===== src/rtl/mux_seq_pkg.sv =====
// Shared opcodes, FSM encoding and field layout
// for the MUX instruction sequencer.
package mux_seq_pkg;

  localparam int OP_MSB = 31;
  localparam int OP_LSB = 30;
  localparam int ARG_W  = 24;

  typedef enum logic [1:0] {
    OP_ISSUE     = 2'b00,
    OP_DELAY     = 2'b01,
    OP_WAIT_DATA = 2'b10,
    OP_END       = 2'b11
  } op_e;

  typedef enum logic [2:0] {
    S_IDLE,
    S_FETCH,
    S_ISSUE,
    S_SETTLE,
    S_WAIT_IDLE,
    S_DELAY,
    S_WAIT_DATA
  } state_e;

  function automatic logic [ARG_W-1:0] min_one(
    input logic [ARG_W-1:0] a
  );
    return (a == '0) ? ARG_W'(1) : a;
  endfunction

endpackage


===== src/rtl/mux_seq_if.sv =====
// Instruction FIFO and MUX-side signals of the sequencer.
// Directions are named from the sequencer's point of view.
interface mux_seq_if;

  logic                         ins_empty_i;
  logic [31:0]                  ins_data_i;
  logic                         ins_rd_o;
  logic                         mux_en_o;
  logic [mux_seq_pkg::ARG_W-1:0] mux_ins_o;
  logic                         mux_idle_i;
  logic                         mux_data_ready_i;

  modport master (
    input  ins_empty_i,
    input  ins_data_i,
    input  mux_idle_i,
    input  mux_data_ready_i,
    output ins_rd_o,
    output mux_en_o,
    output mux_ins_o
  );

  modport slave (
    output ins_empty_i,
    output ins_data_i,
    output mux_idle_i,
    output mux_data_ready_i,
    input  ins_rd_o,
    input  mux_en_o,
    input  mux_ins_o
  );

endinterface


===== src/rtl/seq_timer.sv =====
// Delay down-counter plus wait-timeout up-counter,
// shared by DELAY and the WAIT_IDLE/WAIT_DATA timeouts.
module seq_timer #(
  parameter int          W_DELAY = 24,
  parameter logic [15:0] TIMEOUT = 16'hFFFF
) (
  input  logic               clk_i,
  input  logic               rst_ni,
  input  logic               dn_load_i,
  input  logic [W_DELAY-1:0] dn_val_i,
  input  logic               dn_dec_i,
  output logic [W_DELAY-1:0] dn_cnt_o,
  input  logic               up_clr_i,
  input  logic               up_inc_i,
  output logic               up_hit_o
);

  logic [W_DELAY-1:0] dn_q, dn_d;
  logic [15:0]        up_q, up_d;

  always_comb begin
    dn_d = dn_q;
    if (dn_load_i) begin
      dn_d = dn_val_i;
    end else if (dn_dec_i && dn_q != '0) begin
      dn_d = dn_q - W_DELAY'(1);
    end
  end

  always_comb begin
    up_d = up_q;
    if (up_clr_i) begin
      up_d = '0;
    end else if (up_inc_i) begin
      up_d = up_q + 16'd1;
    end
  end

  always_ff @(posedge clk_i or negedge rst_ni) begin
    if (!rst_ni) begin
      dn_q <= '0;
      up_q <= '0;
    end else begin
      dn_q <= dn_d;
      up_q <= up_d;
    end
  end

  assign dn_cnt_o = dn_q;
  // Hit on the cycle that completes TIMEOUT waiting cycles.
  assign up_hit_o = (up_q + 16'd1) == TIMEOUT;

endmodule


===== src/rtl/mux_sequencer.sv =====
// Pops program words from the host FIFO and issues MUX
// instructions, gated on MUX idle, with delays and data waits.
module mux_sequencer
  import mux_seq_pkg::*;
#(
  parameter int          W_DELAY = 24,
  parameter logic [15:0] TIMEOUT = 16'hFFFF
) (
  input  logic      fpga_clk_i,
  input  logic      reset_n_i,
  input  logic      start_i,
  input  logic      abort_i,
  mux_seq_if.master bus,
  output logic      busy_o,
  output logic      done_o,
  output logic      timeout_o
);

  state_e             state_q, state_d;
  logic [ARG_W-1:0]   ins_q, ins_d;
  logic               pend_q, pend_d;
  logic               tmo_q, tmo_d;

  op_e                op;
  logic [ARG_W-1:0]   arg;
  logic               rd, en, done;
  logic               dn_load, dn_dec;
  logic               up_clr, up_inc, up_hit;
  logic [W_DELAY-1:0] dn_cnt;
  logic               unused_rsvd;

  assign op  = op_e'(bus.ins_data_i[OP_MSB:OP_LSB]);
  assign arg = bus.ins_data_i[ARG_W-1:0];
  assign unused_rsvd = ^bus.ins_data_i[29:24];

  seq_timer #(
    .W_DELAY (W_DELAY),
    .TIMEOUT (TIMEOUT)
  ) u_timer (
    .clk_i     (fpga_clk_i),
    .rst_ni    (reset_n_i),
    .dn_load_i (dn_load),
    .dn_val_i  (W_DELAY'(min_one(arg))),
    .dn_dec_i  (dn_dec),
    .dn_cnt_o  (dn_cnt),
    .up_clr_i  (up_clr),
    .up_inc_i  (up_inc),
    .up_hit_o  (up_hit)
  );

  always_comb begin
    state_d = state_q;
    ins_d   = ins_q;
    pend_d  = pend_q;
    tmo_d   = tmo_q;
    rd      = 1'b0;
    en      = 1'b0;
    done    = 1'b0;
    dn_load = 1'b0;
    dn_dec  = 1'b0;
    up_clr  = 1'b0;
    up_inc  = 1'b0;

    if (state_q != S_IDLE && bus.mux_data_ready_i) begin
      pend_d = 1'b1;
    end

    if (abort_i) begin
      state_d = S_IDLE;
    end else begin
      unique case (state_q)
        S_IDLE: begin
          if (start_i) begin
            state_d = S_FETCH;
            tmo_d   = 1'b0;
            pend_d  = 1'b0;
          end
        end
        S_FETCH: begin
          if (!bus.ins_empty_i) begin
            rd = 1'b1;
            unique case (op)
              OP_ISSUE: begin
                ins_d   = arg;
                state_d = S_ISSUE;
              end
              OP_DELAY: begin
                dn_load = 1'b1;
                state_d = S_DELAY;
              end
              OP_WAIT_DATA: begin
                up_clr  = 1'b1;
                state_d = S_WAIT_DATA;
              end
              OP_END: begin
                done    = 1'b1;
                state_d = S_IDLE;
              end
            endcase
          end
        end
        S_ISSUE: begin
          en      = 1'b1;
          state_d = S_SETTLE;
        end
        S_SETTLE: begin
          up_clr  = 1'b1;
          state_d = S_WAIT_IDLE;
        end
        S_WAIT_IDLE: begin
          if (bus.mux_idle_i) begin
            state_d = S_FETCH;
          end else if (up_hit) begin
            tmo_d   = 1'b1;
            state_d = S_IDLE;
          end else begin
            up_inc = 1'b1;
          end
        end
        S_DELAY: begin
          dn_dec = 1'b1;
          // Leave as the count steps down to 1.
          if (dn_cnt <= W_DELAY'(2)) begin
            state_d = S_FETCH;
          end
        end
        S_WAIT_DATA: begin
          if (pend_q || bus.mux_data_ready_i) begin
            pend_d  = 1'b0;
            state_d = S_FETCH;
          end else if (up_hit) begin
            tmo_d   = 1'b1;
            state_d = S_IDLE;
          end else begin
            up_inc = 1'b1;
          end
        end
        default: state_d = S_IDLE;
      endcase
    end
  end

  always_ff @(posedge fpga_clk_i or negedge reset_n_i) begin
    if (!reset_n_i) begin
      state_q <= S_IDLE;
      ins_q   <= '0;
      pend_q  <= 1'b0;
      tmo_q   <= 1'b0;
    end else begin
      state_q <= state_d;
      ins_q   <= ins_d;
      pend_q  <= pend_d;
      tmo_q   <= tmo_d;
    end
  end

  assign bus.ins_rd_o  = rd;
  assign bus.mux_en_o  = en;
  assign bus.mux_ins_o = ins_q;
  assign busy_o        = (state_q != S_IDLE);
  assign done_o        = done;
  assign timeout_o     = tmo_q;

endmodule


===== src/flat_wrapper.sv =====
// flat-port wrapper written by rule: the top's interface ports become plain ports
module mux_sequencer_flat import mux_seq_pkg::*;
#(
  parameter int          W_DELAY = 24,
  parameter logic [15:0] TIMEOUT = 16'hFFFF
)
  (fpga_clk_i, reset_n_i, start_i, abort_i, busy_o, done_o, timeout_o, bus_ins_empty_i, bus_ins_data_i, bus_mux_idle_i, bus_mux_data_ready_i, bus_ins_rd_o, bus_mux_en_o, bus_mux_ins_o);
  mux_seq_if bus_i ();
  input  logic fpga_clk_i;
  input  logic reset_n_i;
  input  logic start_i;
  input  logic abort_i;
  output logic busy_o;
  output logic done_o;
  output logic timeout_o;
  input wire logic [$bits(bus_i.ins_empty_i)-1:0] bus_ins_empty_i;
  input wire logic [$bits(bus_i.ins_data_i)-1:0] bus_ins_data_i;
  input wire logic [$bits(bus_i.mux_idle_i)-1:0] bus_mux_idle_i;
  input wire logic [$bits(bus_i.mux_data_ready_i)-1:0] bus_mux_data_ready_i;
  output wire logic [$bits(bus_i.ins_rd_o)-1:0] bus_ins_rd_o;
  output wire logic [$bits(bus_i.mux_en_o)-1:0] bus_mux_en_o;
  output wire logic [$bits(bus_i.mux_ins_o)-1:0] bus_mux_ins_o;
  assign bus_i.ins_empty_i = bus_ins_empty_i;
  assign bus_i.ins_data_i = bus_ins_data_i;
  assign bus_i.mux_idle_i = bus_mux_idle_i;
  assign bus_i.mux_data_ready_i = bus_mux_data_ready_i;
  assign bus_ins_rd_o = bus_i.ins_rd_o;
  assign bus_mux_en_o = bus_i.mux_en_o;
  assign bus_mux_ins_o = bus_i.mux_ins_o;
  mux_sequencer #(.W_DELAY(W_DELAY), .TIMEOUT(TIMEOUT)) u_core (.fpga_clk_i(fpga_clk_i), .reset_n_i(reset_n_i), .start_i(start_i), .abort_i(abort_i), .bus(bus_i), .busy_o(busy_o), .done_o(done_o), .timeout_o(timeout_o));
endmodule

===== config.mk =====
export PLATFORM = sky130hd
export DESIGN_NAME = mux_sequencer_flat
export DESIGN_NICKNAME = d
export VERILOG_FILES = /design/src/rtl/mux_seq_pkg.sv /design/src/rtl/mux_seq_if.sv /design/src/rtl/seq_timer.sv /design/src/rtl/mux_sequencer.sv /design/src/flat_wrapper.sv
export SDC_FILE = /design/constraint.sdc
export NUM_CORES = 1
export LEC_CHECK = 0
export CORE_ASPECT_RATIO = 0.9
export CORE_MARGIN = 2
export CORE_UTILIZATION = 30
export CTS_CLUSTER_DIAMETER = 40
export DETAILED_ROUTE_END_ITERATION = 6
export SETUP_SLACK_MARGIN = 0.5
export SLEW_MARGIN = 20
export SYNTH_ARGS = -nofsm -noshare
export SYNTH_HDL_FRONTEND = slang
export SYNTH_SLANG_ARGS = --single-unit

===== constraint.sdc =====
create_clock -name fpga_clk_i -period 2.5 [get_ports fpga_clk_i]
set_clock_uncertainty 0.2 [all_clocks]
set_input_delay 0.5 -clock fpga_clk_i [delete_from_list [all_inputs] [get_ports fpga_clk_i]]
set_output_delay 0.5 -clock fpga_clk_i [all_outputs]
set_load 0.005 [all_outputs]

Word-level counts from Yosys, hierarchy flattened
Cells that the tools add are included.

Register bits after elaboration: 69.

$add $sub $neg: 2. $lt $le $gt $ge: 1. Equal/unequal tests: 16. Mux-type cells: 48. Bitwise operators: 2. Reduce and logical (&&, ||, !) cells: 14.

Operators with widths (number): $mux 24 (3); $mux 16 (2); $mux 1 (30); $le 24x2->1 const B (1); $logic_not 24->1 (1); $reduce_bool 24->1 (1); $sub 24x1->24 const B (1); $mux 3 (7); $pmux 3 s7 (1); $add 16x1->16 const B (1); $eq 16x16->1 const B (1); $pmux 3 s4 (1); $eq 3x3->1 const B (3); $eq 3x2->1 const B (2); $ne 2x2->1 const B (3); $ne 3x3->1 const B (2); $pmux 1 s2 (3); $reduce_bool 3->1 (2); $reduce_and 5->1 (1); $eq 2x2->1 const B (2); $reduce_and 4->1 (1); $reduce_bool 2->1 (2); $eq 3x1->1 const B (1); $logic_not 3->1 (1); 8 further kinds (10).

Logic depth before layout (Yosys ltp)
Depth in word-level cells: 8. Gate-level depth with buffers: 10.

Hierarchy
From an unflattened synthesis, not the netlist that was laid out.

Cells, all modules: 441. Area total of the unflattened synthesis: 4186.5 sq um.

By module, submodules not included: seq_timer (times used 1, cells each 290, area an instance 2527.4 sq um, seq. area each 1001.0 sq um); mux_sequencer (times used 1, cells each 151, area an instance 1659.1 sq um, seq. area each 725.7 sq um).

Least setup slack after synthesis
No wires, ideal clock.

Path kind: register to register. From: register u_core.u_timer.dn_q[1], in the netlist u_core.u_timer.dn_cnt_o[1]. To: register u_core.u_timer.dn_q[15], in the netlist u_core.u_timer.dn_cnt_o[15]. Setup time: 69 ps. Arrival: 2338 ps. Setup slack: -107 ps. Cell stages (with the launch flop): 11. Clock period less this slack: 2607 ps. Cell sequence: dfrtp_1 inv_1 ha_1 nand2b_2 nor3_1 a31o_4 or4_1 buf_2 or3_4 or3_1 nand3_1.

Word-level cells in the longest chain between the ends: 3. Elaborated cells between the ends (all ways): 6.

Ends and longest elaborated chain: from (decl) (RTL line seq_timer.sv:18) `logic [W_DELAY-1:0] dn_q, dn_d;`; from (signal assigned) (RTL line seq_timer.sv:44) `dn_q <= dn_d;`; $sub 24x1->24 / $reduce_bool 24->1 (equally long branches) (RTL line seq_timer.sv:26, seq_timer.sv:25); $mux 24 / $logic_and 1x1->1 (equally long branches) (RTL line seq_timer.sv:25) `end else if (dn_dec_i && dn_q != '0) begin`; $mux 24 / $reduce_bool 2->1 (equally long branches).

Several ways; a longest one is shown, not always the timed one. The select of a mux whose other input is x is not followed. A chain may end at the register's enable or synchronous reset.

Worst setup path after layout
From: register u_core.u_timer.dn_q[13], in the netlist u_core.u_timer.dn_cnt_o[13]. To: register u_core.u_timer.dn_q[23], in the netlist u_core.u_timer.dn_cnt_o[23].

Same word-level chain as after synthesis.

==> metrics.txt <==
Post-synth ARST share 1.00; clock tree root driver cell clkbuf_16; DR iter-0 viols 217; DIE WIDTH 124 um; row cnt 39; Seq/Total Area, Yosys 0.445; Clock Tree Buf Depth 2; Synth Register Bits 69; CP Class flop to flop; Final Cycle Share 1.04; status finished with violations; R2R Setup Slk -0.1 ns; WL final 13100 um; pin count of the biggest net entering global routing 32; Sw Share 0.309; Setup violations, final 8; CTS sink count roughly 70; hold endpoint u_core.state_q[0]; vias in the first global route 4072; Cells after Synth ~410; Most used DFF post-synth dfrtp_1; Post-Layout Cell Count around 750; reg2reg start u_core.u_timer.dn_cnt_o[13]; Critical Path End Type flop; dpl cells 689; DRT Pass-1 Iters 4; DRC Markers 0; clock power share 0.287; failing checks negative setup slack; YS warnings 0; wire per inst 17.4 um; Peak VDD IR approximately 0.0004 V; hold path depth 3; core footprint 0.0126 mm2; via count 3929; Hold Crit Start abort_i; Req. time, crit path between 2 and 3 ns; sequential share of power 0.345; initial antenna violation count 0; RSZ-0062 raised after global routing yes; crit-path max FO 3; HPWL after DPL 7750 um; Leak 2.97 nW; Max Cap Viol 0; most frequent cells in the layout 83 x buf_4, 60 x dfrtp_1, 55 x clkdlybuf4s50_1, 42 x nand2_1, 27 x nor2_1; Placed Area around 0.0053 mm2; vias per cell 5.21; Ant. Diodes 0; Mapped Nets 460; final period demand of the worst path between 2 and 3 ns; Worst Hold Class input pin to flop; Gate power share 0.367; Max Fclk 385 MHz; P&R area growth vs syn 73.9%; CTS tree done; worst reg2reg endpoint u_core.u_timer.dn_cnt_o[23]; Cell Pwr Density around 700 mW/mm2; Hold Violations, Final 0; CP Launch Type flop; most common cell after layout, fill and taps aside buf_4; Synth cell types 55; fin nets 632; post-route worst setup slack -0.0964 ns; Least-Margin Pin Slew between 0.3 and 0.4 ns; layout cells sized above 1 0.466; CTS HTree Levels 3; die area 0.0138 mm2; Buffers on Ports 61; number of synthesized flops with an enable pin 0; Post-Syn Area about 0.0039 mm2; die height 112 um; Clock Pin Slew Worst Setup and Hold Paths 0.06 ns; Slew Viols, Final 0; GRT Residual Overflow 0; later-pin clock latency in the skew report 0.34 ns; Max-Slew Margin vs Limit 0.756; num ports 68; Final GP Congestion approximately 0.85; Final Cell Area 0.00674 mm2; Reg2Reg Depth 7; total global routing track utilization 0.189; Starting Density 0.307; Avg Inst Size Synth 9.39 um2; switching pwr 0.00142 W; Internal Pwr Total about 0.0032 W; Worst EP arrival 2.62 ns; antenna viol nets, final 0; Design Power 0.00459 W; first-pass GRT wire length 20500 um; total CTS buffers 9
-- cells in the mapped netlist (6+ instances only) --
cell type | number | area (um2)
mux2_2 | 24 | 270
or3_1 | 13 | 81.3
o21ai_0 | 21 | 105
nand4_1 | 6 | 37.5
nand2_1 | 48 | 180
inv_1 | 12 | 45.0
nor2_1 | 35 | 131
nor4_1 | 12 | 75.1
ha_1 | 8 | 100
dfrtp_1 | 69 | 1730
clkbuf_1 | 10 | 37.5
a21oi_1 | 18 | 90.1
nor3_1 | 20 | 100
o211ai_1 | 6 | 45.0
nand3_1 | 13 | 65.1
xnor2_1 | 12 | 105
a211o_1 | 9 | 78.8
-- worst max-delay path, stage by stage (launching register included) --
cell	delay [ns]
dfrtp_1	0.43
or4_4	0.57
nor4_4	0.25
buf_4	0.20
nand4_1	0.23
nor4_2	0.36
xnor2_1	0.17
a21oi_1	0.09
-- per-stage QoR --
step	TNS [ns]	util	hold slack (ns)	setup slack, ns
global route	-1.57	0.533	0.268	-0.180
floorplan	-0.0462	-	0.00441	-0.0462
finish	-0.316	0.533	0.268	-0.0964
detailed placement	-3.69	0.422	0.213	-0.432
global placement	-3.05	0.422	0.208	-0.420
CTS	-0.0227	0.506	0.255	-0.0114
-- registers in the layout, summed over array words and instances (netlist names) --
name,cells
u_core.bus.mux_ins_o,24
u_core.pend_q,1
u_core.u_timer.dn_cnt_o,24
u_core.u_timer.up_q,16
u_core.state_q,3
u_core.timeout_o,1
-- worst max-delay path by stage --
stage                                     start  slack (ns)                          end  cells past startpoint
floorplan                               abort_i       -0.05  u_core.u_timer.dn_cnt_o[15]                      8
global placement                        abort_i       -0.42  u_core.u_timer.dn_cnt_o[15]                      8
detailed placement                      abort_i       -0.43  u_core.u_timer.dn_cnt_o[15]                      8
CTS                      u_core.u_timer.up_q[1]       -0.01       u_core.u_timer.up_q[9]                      9
global route        u_core.u_timer.dn_cnt_o[13]       -0.18  u_core.u_timer.dn_cnt_o[23]                      7
finish              u_core.u_timer.dn_cnt_o[13]        -0.1  u_core.u_timer.dn_cnt_o[23]                      7
-- power by group through the flow --
stage,combinational [W],clock (W),sequential [W]
after floorplan,0.000572,0,0.00156
after global placement,0.00115,0,0.00156
after detailed placement,0.00118,0,0.00157
after CTS,0.00150,0.00135,0.00156
after global routing,0.00181,0.00140,0.00161
final,0.00169,0.00132,0.00159
-- timing repair --
action | in CTS | in global routing
pin swaps | 32 | 26
endpoints found under the hold margin | 10 | 0
hold buffers | 1 | 0
buffers inserted | 29 | 14
cloned | 5 | 0
endpoints found under the setup margin | 71 | 71
resized for setup | 140 | 52
-- metal layers --
layer	global-route usage	up-vias	wire length (um)
li1	-	1846	-
met1	0.224	1945	5490
met2	0.325	114	6840
met3	0.0425	24	487
met4	0.0788	0	320
met5	0	-	0
-- cell families after synthesis --
group / share of synthesized area
adders and majority gates: 0.0258
muxes: 0.0723
and+or+nand+nor: 0.239
DFF: 0.445
AOI/OAI and AO/OA: 0.146
xor gates and xnor gates: 0.0339
buffers and inverters: 0.0381
-- cell type report --
| type | instances | area, um2 |
|---|---|---|
| flip-flops and latches | 69 | 1740 |
| fillers | 1052 | 5900 |
| repair buffers | 181 | 1770 |
| clock inverters | 6 | 68.8 |
| inverters | 13 | 48.8 |
| multi-input cells | 311 | 2670 |
| well taps | 164 | 205 |
| clock buffers | 10 | 239 |
(Power assumes the default switching activity.)
